$ cat src/rtl/sram_arb_pkg.sv
// sram_arb_pkg: shared constants, FIFO entry type and range helper for the SRAM OBI arbiter.
package sram_arb_pkg;
  localparam logic [31:0] DEFAULT_BASE_ADDR = 32'h8000_0000;
  localparam logic [31:0] DEFAULT_END_ADDR = 32'h8000_C000;
  localparam logic [31:0] ERR_RDATA = 32'hDEAD_BEEF;
  typedef struct packed {
    logic [1:0] id;
    logic       err;
  } arb_entry_t;
  function automatic logic in_range(logic [31:0] a, logic [31:0] lo, logic [31:0] hi);
    return a >= lo && a < hi;
  endfunction
endpackage

$ cat src/rtl/obi_id_fifo.sv
// obi_id_fifo: small synchronous FIFO of outstanding-transaction ids with simultaneous push/pop.
module obi_id_fifo #(
  parameter int DEPTH = 2,
  parameter int WIDTH = 3,
  localparam int AW = DEPTH > 1 ? $clog2(DEPTH) : 1,
  localparam int CW = $clog2(DEPTH + 1)
) (
  input  logic             clk_i,
  input  logic             rst_i,
  input  logic             push_i,
  input  logic [WIDTH-1:0] wdata_i,
  input  logic             pop_i,
  output logic             full_o,
  output logic             empty_o,
  output logic [CW-1:0]    count_o,
  output logic [WIDTH-1:0] head_o
);
  logic [WIDTH-1:0] mem_q [DEPTH];
  logic [AW-1:0] rd_q, wr_q, rd_d, wr_d;
  logic [CW-1:0] cnt_q;
  logic do_push, do_pop;
  assign full_o = cnt_q == CW'(DEPTH);
  assign empty_o = cnt_q == '0;
  assign count_o = cnt_q;
  assign head_o = mem_q[rd_q];
  assign do_push = push_i && !full_o;
  assign do_pop = pop_i && !empty_o;
  assign rd_d = rd_q == AW'(DEPTH - 1) ? '0 : rd_q + 1'b1;
  assign wr_d = wr_q == AW'(DEPTH - 1) ? '0 : wr_q + 1'b1;
  always_ff @(posedge clk_i) begin
    if (rst_i) begin
      rd_q <= '0;
      wr_q <= '0;
      cnt_q <= '0;
    end else begin
      if (do_push) mem_q[wr_q] <= wdata_i;
      if (do_push) wr_q <= wr_d;
      if (do_pop) rd_q <= rd_d;
      cnt_q <= cnt_q + CW'(do_push) - CW'(do_pop);
    end
  end
endmodule

$ cat src/rtl/sram_obi_arbiter.sv
// sram_obi_arbiter: round-robin N-to-1 OBI arbiter in front of the SRAM data port,
// with in-order response routing and error responses for out-of-range addresses.
module sram_obi_arbiter #(
  parameter int          NUM_MASTERS     = 2,
  parameter int          MAX_OUTSTANDING = 2,
  parameter logic [31:0] SRAM_BASE_ADDR  = sram_arb_pkg::DEFAULT_BASE_ADDR,
  parameter logic [31:0] SRAM_END_ADDR   = sram_arb_pkg::DEFAULT_END_ADDR
) (
  input  logic                        clk_i,
  input  logic                        rst_i,
  input  logic [NUM_MASTERS-1:0]      m_req_i,
  output logic [NUM_MASTERS-1:0]      m_gnt_o,
  input  logic [NUM_MASTERS-1:0][31:0] m_addr_i,
  input  logic [NUM_MASTERS-1:0]      m_we_i,
  input  logic [NUM_MASTERS-1:0][3:0] m_be_i,
  input  logic [NUM_MASTERS-1:0][31:0] m_wdata_i,
  output logic [NUM_MASTERS-1:0]      m_rvalid_o,
  output logic [31:0]                 m_rdata_o,
  output logic                        m_err_o,
  output logic                        s_req_o,
  input  logic                        s_gnt_i,
  output logic [31:0]                 s_addr_o,
  output logic                        s_we_o,
  output logic [3:0]                  s_be_o,
  output logic [31:0]                 s_wdata_o,
  input  logic                        s_rvalid_i,
  input  logic [31:0]                 s_rdata_i,
  output logic                        illegal_access_o
);
  import sram_arb_pkg::*;
  localparam int IW = NUM_MASTERS > 1 ? $clog2(NUM_MASTERS) : 1;
  localparam int CW = $clog2(MAX_OUTSTANDING + 1);
  logic [NUM_MASTERS-1:0] legal, elig;
  logic [IW-1:0] win, rr_q, rr_d;
  logic has_win, win_legal, accept, stall, pop, err_pend_q, ill_q;
  logic full, empty;
  logic [CW-1:0] count;
  arb_entry_t head, push_e;
  always_comb begin
    for (int i = 0; i < NUM_MASTERS; i++) begin
      legal[i] = in_range(m_addr_i[i], SRAM_BASE_ADDR, SRAM_END_ADDR);
      elig[i] = m_req_i[i] && (legal[i] || count == '0);
    end
  end
  // Scan from the far end so the candidate nearest rr_q is the last one written.
  always_comb begin
    win = '0;
    has_win = 1'b0;
    for (int k = NUM_MASTERS - 1; k >= 0; k--) begin
      if (elig[IW'((int'(rr_q) + k) % NUM_MASTERS)]) begin
        win = IW'((int'(rr_q) + k) % NUM_MASTERS);
        has_win = 1'b1;
      end
    end
  end
  assign stall = full || err_pend_q;
  assign win_legal = legal[win];
  assign accept = has_win && !stall && (s_gnt_i || !win_legal);
  assign rr_d = win == IW'(NUM_MASTERS - 1) ? '0 : win + 1'b1;
  assign s_req_o = has_win && !stall && win_legal;
  assign s_addr_o = s_req_o ? m_addr_i[win] : '0;
  assign s_we_o = s_req_o ? m_we_i[win] : 1'b0;
  assign s_be_o = s_req_o ? m_be_i[win] : '0;
  assign s_wdata_o = s_req_o ? m_wdata_i[win] : '0;
  assign m_gnt_o = has_win && !stall ? NUM_MASTERS'(s_gnt_i || !win_legal) << win : '0;
  assign push_e = '{id: 2'(win), err: !win_legal};
  // An error entry is only ever pushed into an empty FIFO, so it reaches the head next cycle.
  assign pop = !empty && (head.err || s_rvalid_i);
  assign m_rvalid_o = pop ? NUM_MASTERS'(1) << head.id : '0;
  assign m_err_o = pop && head.err;
  assign m_rdata_o = !pop ? '0 : head.err ? ERR_RDATA : s_rdata_i;
  assign illegal_access_o = ill_q;
  obi_id_fifo #(.DEPTH(MAX_OUTSTANDING), .WIDTH($bits(arb_entry_t))) u_fifo (
    .clk_i   (clk_i),
    .rst_i   (rst_i),
    .push_i  (accept),
    .wdata_i (push_e),
    .pop_i   (pop),
    .full_o  (full),
    .empty_o (empty),
    .count_o (count),
    .head_o  (head)
  );
  always_ff @(posedge clk_i) begin
    if (rst_i) begin
      rr_q <= '0;
      err_pend_q <= 1'b0;
      ill_q <= 1'b0;
    end else begin
      if (accept) rr_q <= rr_d;
      ill_q <= accept && !win_legal;
      err_pend_q <= (accept && !win_legal) || (err_pend_q && !(pop && head.err));
    end
  end
endmodule

$ cat config.mk
export PLATFORM = sky130hd
export DESIGN_NAME = sram_obi_arbiter
export DESIGN_NICKNAME = d
export VERILOG_FILES = /design/src/rtl/sram_arb_pkg.sv /design/src/rtl/obi_id_fifo.sv /design/src/rtl/sram_obi_arbiter.sv
export SDC_FILE = /design/constraint.sdc
export NUM_CORES = 1
export LEC_CHECK = 0
export CORE_AREA = 2 2 109 111
export DETAILED_ROUTE_END_ITERATION = 8
export DIE_AREA = 0 0 111 113
export SETUP_SLACK_MARGIN = 0.15
export SLEW_MARGIN = 25
export SYNTH_ARGS = -nofsm -noshare
export SYNTH_HDL_FRONTEND = slang
export SYNTH_SLANG_ARGS = --single-unit
$ cat constraint.sdc
create_clock -name clk_i -period 2.3 [get_ports clk_i]
set_input_delay 0.23 -clock clk_i [delete_from_list [all_inputs] [get_ports clk_i]]
set_output_delay 0.23 -clock clk_i [all_outputs]
set_load 0.01 [all_outputs]
==> results.md <==
* Status: finished, final reports clean
* Crit Path Max Fanout at 5
* CTS clk-pin slew, worst paths at 40 ps
* Die footprint at 0.0125 mm2
* Post-synthesis adder-cell area fraction at 0.666%
* Setup violations, final at 0
* CP Cell Sequence: buf_2 -> nor4_4 -> buf_4 -> nand4_1 -> o21ai_4 -> o21ai_4 -> buf_12 -> buf_12 -> buf_16 -> a21oi_4 -> buf_6
* DR iter-0 viols at 96
* Worst setup EP type: primary output
* Top cell type by total area after synthesis: nand2_1
* Compound-Gate Fraction of Synth Area at 28.6%
* Core area at 0.0113 mm2
* Die Y at 113 um
* Post-Synth XOR/XNOR Area at 0.933%
* Worst skew pair latency at 240 ps
* Main synth FF type: dfxtp_1
* Post-synth EDFFs at 4
* Area grow syn2layout at 201%
* RD Place Congestion at 0.911
* N_diodes at 0
* Max_cap viols at 0
* Hold Vio Cnt, Final at 0
* Peak Freq at 0.462 GHz
* Initial Util at 16.7%
* Synthesized area at 0.00188 mm2
* Sequential group share of total power at 11.1%
* H-Tree Depth at 1
* Mux contribution to synthesized area at 1.73%
* Gate power share at 77.4%
* Final nets at 800
* Num CTS Buffers at 3
* Tot GR Track Use at 17.3%
* Most frequent cells in the layout: 145 x clkdlybuf4s50_1, 97 x nand2_1, 54 x buf_2
* Post-layout util at 50.1%
* Drt wl/cell at 15.4 um
* Ports at 284
* Clock share of power at 11.5%
* Fraction of the mapped netlist area in simple logic gates at 38.9%
* Number of clock sinks at 12
* CP Class: input port to primary output
* Pint at 1.71 mW
* Critical-path top delay cell: nor4_4
* Largest net degree at the start of global routing at 51
* Sw frac at 38.5%
* DRT antenna net count at 0
* Initial antenna violation count at 0
* Seq/Total Area, Yosys at 14.9%
* CTS tree: built
* NetSw at 1.07 mW
* Avg Synthesized Cell Area at 6.02 um2
* DRC violation count after routing at 0
* Final wirelength at 11800 um
* Mapped Cells at 312
* Minimum clock period at 2160 ps
* Async SR Flop Fraction at 0%
* Multi-input gate area at 0.00188 mm2
* Via count at 3358
* Core Rows at 39
* Critical Path Max Stage Delay at 300 ps
* Ys Warns at 0
* 1st-pass router iterations at 4
* Fill count at 1070
* Clock root cell: clkbuf_16
* Die width at 111 um
* LEAKAGE at 2.93 nW
* Synth Register Bits at 12
* Skew final at 2.31 ps
* Arr. time, crit path at 1930 ps
* Total grt overflow at 0
* Min-delay worst type: flip-flop to flip-flop
* Detailed placer's ending HPWL at 9020 um
* Top area cells in the synthesized netlist: nand2_1 22%, a21oi_1 14%, o21a_1 10%
* Number of distinct library cells after synthesis at 41
* Max Slew Vio Count at 0
* Storage cell area at 282 um2
* Top delay family on crit path: buffers and inverters
* Synth top area share at 22.4%
* Vias in the first global route at 3440
* Fraction of layout cells with a size suffix above 1 at 35.9%
* Global-route wire length before repair at 17600 um
* Power Dens Cells at 492 mW/mm2
* Clock tree buffer depth at 2
* Hold-fix buffers, CTS at 0
* IO Port Bufs at 267
* Worst endpoint required time at 2070 ps
* Fin crit share at 94.0%
* Commonest non-fill, non-tap cell in the layout: clkdlybuf4s50_1
* CP Launch Type: input port
* Largest family of logic cells by synthesized area: simple AND/OR/NAND/NOR gates
* Pwr Total at 2.78 mW
* RSZ-0062 raised after global routing: true
* Crit path buffers/inverters at 6
* Maximum vdd drop at 0.737 mV
* Vias per std cell at 4.39
cells in the mapped netlist, drive strengths merged, types with 5 or more instances:
| library cell | number |
|---|---|
| clkbuf | 15 |
| nor3 | 8 |
| a21oi | 53 |
| inv | 5 |
| nand2 | 112 |
| o21a | 26 |
| buf | 22 |
| nor2 | 9 |
| dfxtp | 8 |
| and2 | 10 |
| nor4 | 7 |
power by group through the flow:
stage	combinational (mW)	clock [mW]	sequential [mW]
floorplan	0.784	0	0.307
global placement	1.74	0	0.304
detailed placement	1.77	0	0.306
CTS	1.99	0.327	0.308
global route	2.30	0.337	0.316
finish	2.15	0.320	0.308
path summary, 6_finish.rpt:
kind	startpoint	end	slack, ps	cells after the start
min	u_fifo.rd_q	u_fifo.rd_q	520	2
min reg2reg	u_fifo.rd_q	u_fifo.rd_q	520	2
max reg2reg	u_fifo.count_o[1]	u_fifo.mem_q[0][1]	300	10
max	m_addr_i[24]	s_addr_o[6]	140	11
cells by family after synthesis:
| kind of cell | Yosys count |
|---|---|
| xor gates and xnor gates | 2 |
| buffers and inverters | 42 |
| other | 1 |
| DFF | 12 |
| and+or+nand+nor | 162 |
| muxes | 3 |
| AOI/OAI and AO/OA | 89 |
| adders and majority gates | 1 |
per-stage QoR:
stage               std cells  cell area [um2]  setup TNS (ps)  hold WS (ps)  worst slack, ps
floorplan                 326             1930               0           439              324
global placement          735             4880          -31510           496             -618
detailed placement        735             4880          -32800           502             -641
CTS                       757             5270               0           517             81.8
global route              765             5650               0           563             33.7
finish                    765             5650               0           516              137
registers in the layout, summed over array words and instances (netlist names), named ones only:
register	flops
rr_q	1
u_fifo.wr_q	1
illegal_access_o	1
u_fifo.mem_q	4
err_pend_q	1
u_fifo.count_o	2
u_fifo.rd_q	1
per-layer routing:
| metal | part of all wire, % | up-vias | track usage (%) |
|---|---|---|---|
| met1 | 36 | 1524 | 17.6 |
| met4 | 1.8 | 0 | 4.33 |
| met3 | 8.9 | 15 | 5.52 |
| li1 | - | 1647 | - |
| met2 | 54 | 172 | 34.3 |
| met5 | 0 | - | 0 |
worst register-to-register path: cells and delay by family (launching register included):
| family | cells | cell delay, ps |
|---|---|---|
| DFF | 1 | 310 |
| AOI/OAI and AO/OA | 1 | 110 |
| and+or+nand+nor | 4 | 560 |
| buffers and inverters | 5 | 680 |
what timing repair did:
item	CTS	global route
gates cloned	7	2
buffers inserted	11	6
pin swaps	29	22
resized for setup	378	93
endpoints found under the setup margin	93	86
cell type report:
cell class	instances	area share, %
clock buffer	3	1.33
clock inverter	1	0.0665
inverter	5	0.554
multi-input combinational	273	33.3
sequential	12	4.98
tap	143	3.17
timing repair buffer	327	56.4
timing repair inverter	1	0.111
Power figures use the tool's default switching activity.
